## config.mk

```make
export PLATFORM = sky130hd
export DESIGN_NAME = mod_soma_matriz_flat
export DESIGN_NICKNAME = d
export VERILOG_FILES = /design/src/rtl/mod_soma_matriz_if.sv /design/src/rtl/mod_soma_matriz.sv /design/src/flat_wrapper.sv
export SDC_FILE = /design/constraint.sdc
export NUM_CORES = 1
export LEC_CHECK = 0
export BUFFER_PORTS_ARGS = -buffer_cell sky130_fd_sc_hd__buf_2
export CORE_MARGIN = 4
export CORE_UTILIZATION = 35
export DETAILED_ROUTE_END_ITERATION = 8
export PLACE_DENSITY = 0.63
export SYNTH_ARGS = -nofsm -noshare
export SYNTH_HDL_FRONTEND = slang
export SYNTH_SLANG_ARGS = --single-unit
export TNS_END_PERCENT = 20
```

## constraint.sdc

```tcl
create_clock -name clk -period 5.09 [get_ports clk]
set_input_delay 1.018 -clock clk [delete_from_list [all_inputs] [get_ports clk]]
set_output_delay 1.018 -clock clk [all_outputs]
set_load 0.01 [all_outputs]
```

## src/rtl/mod_soma_matriz_if.sv

```systemverilog
// mod_soma_matriz_if: request/result bundle for the 5x5 matrix adder.
// Ports: start, tamanho, matriz_a, matriz_b (to slave);
//        resultado, ocupado, pronto, overflow, erro (from slave).
interface mod_soma_matriz_if;
    logic         start;
    logic [2:0]   tamanho;
    logic [199:0] matriz_a;
    logic [199:0] matriz_b;
    logic [199:0] resultado;
    logic         ocupado;
    logic         pronto;
    logic         overflow;
    logic         erro;

    modport master (
        output start, tamanho, matriz_a, matriz_b,
        input  resultado, ocupado, pronto, overflow, erro
    );

    modport slave (
        input  start, tamanho, matriz_a, matriz_b,
        output resultado, ocupado, pronto, overflow, erro
    );
endinterface

```

## src/rtl/mod_soma_matriz.sv

```systemverilog
// mod_soma_matriz: sequential NxN (N=2..5) signed 8-bit matrix adder,
// one element per cycle, over 5x5 row-major buses (stride 5).
// Ports: clk, reset (sync, active-high), bus (slave modport):
//   start/tamanho/matriz_a/matriz_b in; resultado/ocupado/pronto/
//   overflow (sticky)/erro (illegal-size pulse) out.
module mod_soma_matriz (
    input  logic             clk,
    input  logic             reset,
    mod_soma_matriz_if.slave bus
);
    typedef enum logic [1:0] {OCIOSO, CALCULA, FIM} estado_t;

    estado_t      estado;
    estado_t      prox_estado;
    logic [199:0] reg_a;
    logic [199:0] reg_b;
    logic [199:0] soma_mat;
    logic [2:0]   n;
    logic [2:0]   lin;
    logic [2:0]   col;
    logic         ovf;
    logic         erro_q;
    logic         aceita;
    logic         recusa;
    logic         calcula;
    logic         ultimo;
    logic         tam_ok;
    logic [7:0]   pos;
    logic [7:0]   elem_a;
    logic [7:0]   elem_b;
    logic [7:0]   soma;
    logic         ovf_elem;

    assign tam_ok = (bus.tamanho >= 3'd2) && (bus.tamanho <= 3'd5);

    // Bit offset of (lin,col): 8*(5*lin+col), fixed stride of 5.
    assign pos = {5'd0, lin} * 8'd40 + {5'd0, col} * 8'd8;

    assign elem_a = reg_a[pos +: 8];
    assign elem_b = reg_b[pos +: 8];
    assign soma   = elem_a + elem_b;

    // Signed overflow: equal operand signs, different result sign.
    assign ovf_elem = (elem_a[7] == elem_b[7]) && (soma[7] != elem_a[7]);

    assign ultimo = (lin == n - 3'd1) && (col == n - 3'd1);

    always_ff @(posedge clk) begin
        if (reset) begin
            estado <= OCIOSO;
        end else begin
            estado <= prox_estado;
        end
    end

    always_comb begin
        prox_estado = estado;
        aceita      = 1'b0;
        recusa      = 1'b0;
        calcula     = 1'b0;
        unique case (estado)
            OCIOSO: begin
                if (bus.start) begin
                    if (tam_ok) begin
                        aceita      = 1'b1;
                        prox_estado = CALCULA;
                    end else begin
                        recusa = 1'b1;
                    end
                end
            end
            CALCULA: begin
                calcula = 1'b1;
                if (ultimo) begin
                    prox_estado = FIM;
                end
            end
            FIM: begin
                prox_estado = OCIOSO;
            end
            default: begin
                prox_estado = OCIOSO;
            end
        endcase
    end

    always_ff @(posedge clk) begin
        if (reset) begin
            reg_a    <= '0;
            reg_b    <= '0;
            soma_mat <= '0;
            n        <= '0;
            lin      <= '0;
            col      <= '0;
            ovf      <= 1'b0;
            erro_q   <= 1'b0;
        end else begin
            erro_q <= recusa;
            if (aceita) begin
                reg_a    <= bus.matriz_a;
                reg_b    <= bus.matriz_b;
                n        <= bus.tamanho;
                soma_mat <= '0;
                ovf      <= 1'b0;
                lin      <= '0;
                col      <= '0;
            end else if (calcula) begin
                soma_mat[pos +: 8] <= soma;
                if (ovf_elem) begin
                    ovf <= 1'b1;
                end
                if (col == n - 3'd1) begin
                    col <= '0;
                    lin <= lin + 3'd1;
                end else begin
                    col <= col + 3'd1;
                end
            end
        end
    end

    assign bus.resultado = soma_mat;
    assign bus.overflow  = ovf;
    assign bus.erro      = erro_q;
    assign bus.ocupado   = (estado == CALCULA);
    assign bus.pronto    = (estado == FIM);
endmodule
```

## src/flat_wrapper.sv

```systemverilog
// flat-port wrapper written by rule: the top's interface ports become plain ports
module mod_soma_matriz_flat 
  (clk, reset, bus_start, bus_tamanho, bus_matriz_a, bus_matriz_b, bus_resultado, bus_ocupado, bus_pronto, bus_overflow, bus_erro);
  mod_soma_matriz_if bus_i ();
  input  logic clk;
  input  logic reset;
  input wire logic [$bits(bus_i.start)-1:0] bus_start;
  input wire logic [$bits(bus_i.tamanho)-1:0] bus_tamanho;
  input wire logic [$bits(bus_i.matriz_a)-1:0] bus_matriz_a;
  input wire logic [$bits(bus_i.matriz_b)-1:0] bus_matriz_b;
  output wire logic [$bits(bus_i.resultado)-1:0] bus_resultado;
  output wire logic [$bits(bus_i.ocupado)-1:0] bus_ocupado;
  output wire logic [$bits(bus_i.pronto)-1:0] bus_pronto;
  output wire logic [$bits(bus_i.overflow)-1:0] bus_overflow;
  output wire logic [$bits(bus_i.erro)-1:0] bus_erro;
  assign bus_i.start = bus_start;
  assign bus_i.tamanho = bus_tamanho;
  assign bus_i.matriz_a = bus_matriz_a;
  assign bus_i.matriz_b = bus_matriz_b;
  assign bus_resultado = bus_i.resultado;
  assign bus_ocupado = bus_i.ocupado;
  assign bus_pronto = bus_i.pronto;
  assign bus_overflow = bus_i.overflow;
  assign bus_erro = bus_i.erro;
  mod_soma_matriz u_core (.clk(clk), .reset(reset), .bus(bus_i));
endmodule
```

==> out/results.ini <==
[outcome]
status = finished clean

[logic_synthesis]
postSynthNetCount = 2639
synth_cell_type_count = 51
synth_top_cells_by_area = dfxtp_1, a22o_1, mux4_2
synth_seq_cells = 613
synth_largest_type_area_fraction_pct = 51.5
seq_area_frac_synth_pct = 51.5
post_synth_inst_count = 2211
synth_flop_cell = dfxtp_1
synth_enable_flop_cells = 0
synthArstFlopShare_pct = 0
synth_warnings = 0
synth.avg_cell_area_um2 = 10.8
synth.cell_area_um2 = 23800
synth.largest_area_cell = dfxtp_1

[placement]
place_ws_ns = -0.0785
buffer_ports.inserted = 609
dp_hpwl_mm = 68.2
finalWeightedCongestion = 0.897

[clock_network]
clockRootBuffer = clkbuf_16
number_of_sinks_handled_by_clock_tree_synthesis = 613
hold_buf_count_cts = 0
clk_latency_worst_skew_pair_ns = 0.61
cts-buffers-inserted = 67
h-tree-depth = 3
clkSlewWorstSetupHoldPaths_ns = 0.07
clock_tree_from_tritoncts = done
clockBufferDepth = 3

[setup_path]
crit_path_start_kind = flop
critical_path.endpoint_type = flop
timing_worst_setup_path_type = flop to flop
worstPathRequired_ns = 5.53
regToRegSetupSlack_ns = 0.13
timing.critical_path.fanout_max = 8
crit_arrival_ns = 5.40

[final_layout]
layout.cells.most_common_list = dfxtp_1, buf_2, a22o_1, nand2_1, nor2_1
most_common_cell_after_layout_fill_and_taps_aside = dfxtp_1
final_layout_size_suffix_gt1_share_pct = 33.9
area.growth.synth_to_final_pct = 30.1
nNetsFinal = 3229
end_of_flow_core_utilization_pct = 46.1

[grt]
number_of_antenna_violations_at_the_first_check_in_global_routing = 28
globalRouteOverflowTotal = 0
first_global_vias = 20300
globalRouteTotalUtil_pct = 23.9
wire_length_of_the_first_global_routing_pass_mm = 131
largest_net_degree_at_the_start_of_global_routing = 139

[worst_hold_path]
worst_hold_path_type = flop to flop

[floorplan]
initial_core_util_pct = 35.4
die_y_um = 269
die_w_um = 269
design.portCount = 610
placeable_core_region_um2 = 67300
num_rows = 95
die_area_um2 = 72300

[drt]
drt_iter0_markers = 1548
vias = 20400
wl_per_cell_um = 24.2
drt_wl_total_mm = 90.3
firstDrtPassIters = 6
ant_nets = 0
avgViaCountPerCell = 5.45
drt_drc_violations_left = 0

[pwr]
vdd_drop_max_mv = 0.224
internal_power_uw = 8870
share_comb_of_total_power_pct = 10.4
total_net_switching_power_uw = 2880
pwr_density_cell_nw_per_um2 = 379
leakage_uw = 0.0129
power.share.switching_pct = 24.5
clockPowerShare_pct = 45.9
seq_power_share_pct = 43.7

[timing]
grt_setup_unrepaired = true
clock_skew_ns = 0.0205
max_clock_freq_mhz = 202
final_max_slew_viol_count = 0
tightestPinTransition_ns = 1.16
hold_violation_count_in_the_final_report = 0
period_minus_slack_ns = 4.96
slew_headroom_pct = 22.3
setup_viol = 0
finalWorstSetupSlack_ns = 0.134
post-route-period-util_pct = 97.4

[run]
maxCapViolations = 0

==> per-stage QoR <==
stage	hold WS (ns)	area, um^2	std cells	power, uW	setup TNS (ns)
after floorplan	0.444	23800	2211	5850	0
after global placement	0.439	28300	3596	6420	0
after detailed placement	0.445	28300	3596	6440	-0.227
after CTS	0.455	30800	3722	11900	-0.000425
after global routing	0.470	31000	3733	12100	-0.0846
final	0.451	31000	3738	11800	0
==> sequential cells by signal, summed over array words and instances (netlist names) <==
name                  flops
u_core.col                3
u_core.bus.resultado    200
u_core.bus.erro           1
u_core.estado             2
u_core.lin                3
u_core.reg_b            200
u_core.reg_a            200
u_core.n                  3
u_core.bus.overflow       1
==> what timing repair did <==
item / CTS / global route
gates cloned: 1 / 1
gates resized for setup: 6 / 15
pin swaps: 2 / 5
setup endpoints to repair: 7 / 52
setup buffers: 4 / 3
==> path summary, 6_finish.rpt <==
| kind | from | endpoint | cells past startpoint |
|---|---|---|---|
| worst max-delay path | u_core.col[0] | u_core.bus.resultado[110] | 21 |
| worst min-delay path | u_core.bus.resultado[101] | u_core.bus.resultado[101] | 2 |
| worst max register to register | u_core.col[0] | u_core.bus.resultado[110] | 21 |
| worst min register to register | u_core.bus.resultado[101] | u_core.bus.resultado[101] | 2 |
==> cell families (layout without fill, tap and decap cells) <==
family                     after synthesis  after routing  share of synthesized area (%)
AOI/OAI and AO/OA                      633            633                           20.3
DFF                                    613            613                           51.5
and+or+nand+nor                        542            542                           9.65
buffers and inverters                  199            841                           3.28
muxes                                  166            166                           12.6
xor gates and xnor gates                36             36                           1.48
adders and majority gates               22             22                           1.22
other                                    0             12                              0
==> area by class of cell <==
| class | count | area (um^2) |
|---|---|---|
| antenna | 12 | 30.0 |
| timing repair buffer | 710 | 4140 |
| inverter | 10 | 37.5 |
| fill | 6211 | 36300 |
| clock inverter | 30 | 573 |
| tap | 873 | 1090 |
| sequential | 613 | 12300 |
| multi-input combinational | 1399 | 10900 |
| clock buffer | 91 | 1900 |
==> critical path, cell delays in order, from the launching register on <==
cell      delay [ns]
dfxtp_2         0.36
ha_4            0.18
fa_4            0.87
buf_12          0.18
buf_4           0.12
buf_4           0.14
mux4_2          0.29
mux4_2          0.49
nand2_1         0.09
o21ai_0         0.14
ha_1            0.35
buf_4           0.16
o21ai_1         0.08
nand2b_1        0.10
a21o_1          0.19
a21o_1          0.22
xnor2_2         0.18
buf_4           0.21
buf_4           0.15
nor3_2          0.05
a21oi_1         0.17
nor2_1          0.06
==> power groups by stage <==
| stage | Combinational (uW) | Clock (uW) | Sequential (uW) |
|---|---|---|---|
| 2_1_floorplan | 670 | 0 | 5180 |
| 3_3_place_gp | 1190 | 0 | 5230 |
| 3_5_place_dp | 1200 | 0 | 5240 |
| 4_1_cts | 1220 | 5500 | 5130 |
| 5_1_grt | 1310 | 5690 | 5150 |
| 6_report | 1220 | 5400 | 5140 |
==> Yosys cell counts (4+ instances only) <==
| library cell | n |
|---|---|
| dfxtp_1 | 613 |
| a22o_1 | 400 |
| nand2_1 | 212 |
| nor2_1 | 166 |
| a21oi_1 | 158 |
| clkbuf_1 | 150 |
| mux4_2 | 106 |
| nand3_1 | 77 |
| mux2i_1 | 56 |
| nor3_1 | 44 |
| buf_1 | 30 |
| o21ai_0 | 22 |
| ha_1 | 20 |
| xnor2_1 | 17 |
| xor2_1 | 15 |
| inv_1 | 10 |
| nand4_1 | 10 |
| o31ai_1 | 10 |
| a31oi_1 | 9 |
| and2_1 | 7 |
| o41ai_1 | 7 |
| a21o_1 | 6 |
| buf_2 | 6 |
| nor2_2 | 5 |
| a211oi_1 | 4 |
| a32o_1 | 4 |
| and3_1 | 4 |
| mux2_2 | 4 |
| nor2b_1 | 4 |
==> routing by layer <==
layer,GRT usage (%),part of all wire [%],wire length (um)
met1,29.2,39,35600
met2,41.4,50,44800
met3,5.72,7.7,6920
met4,8.21,3.1,2780
met5,0,0.23,211
Power figures use the tool's default switching activity.
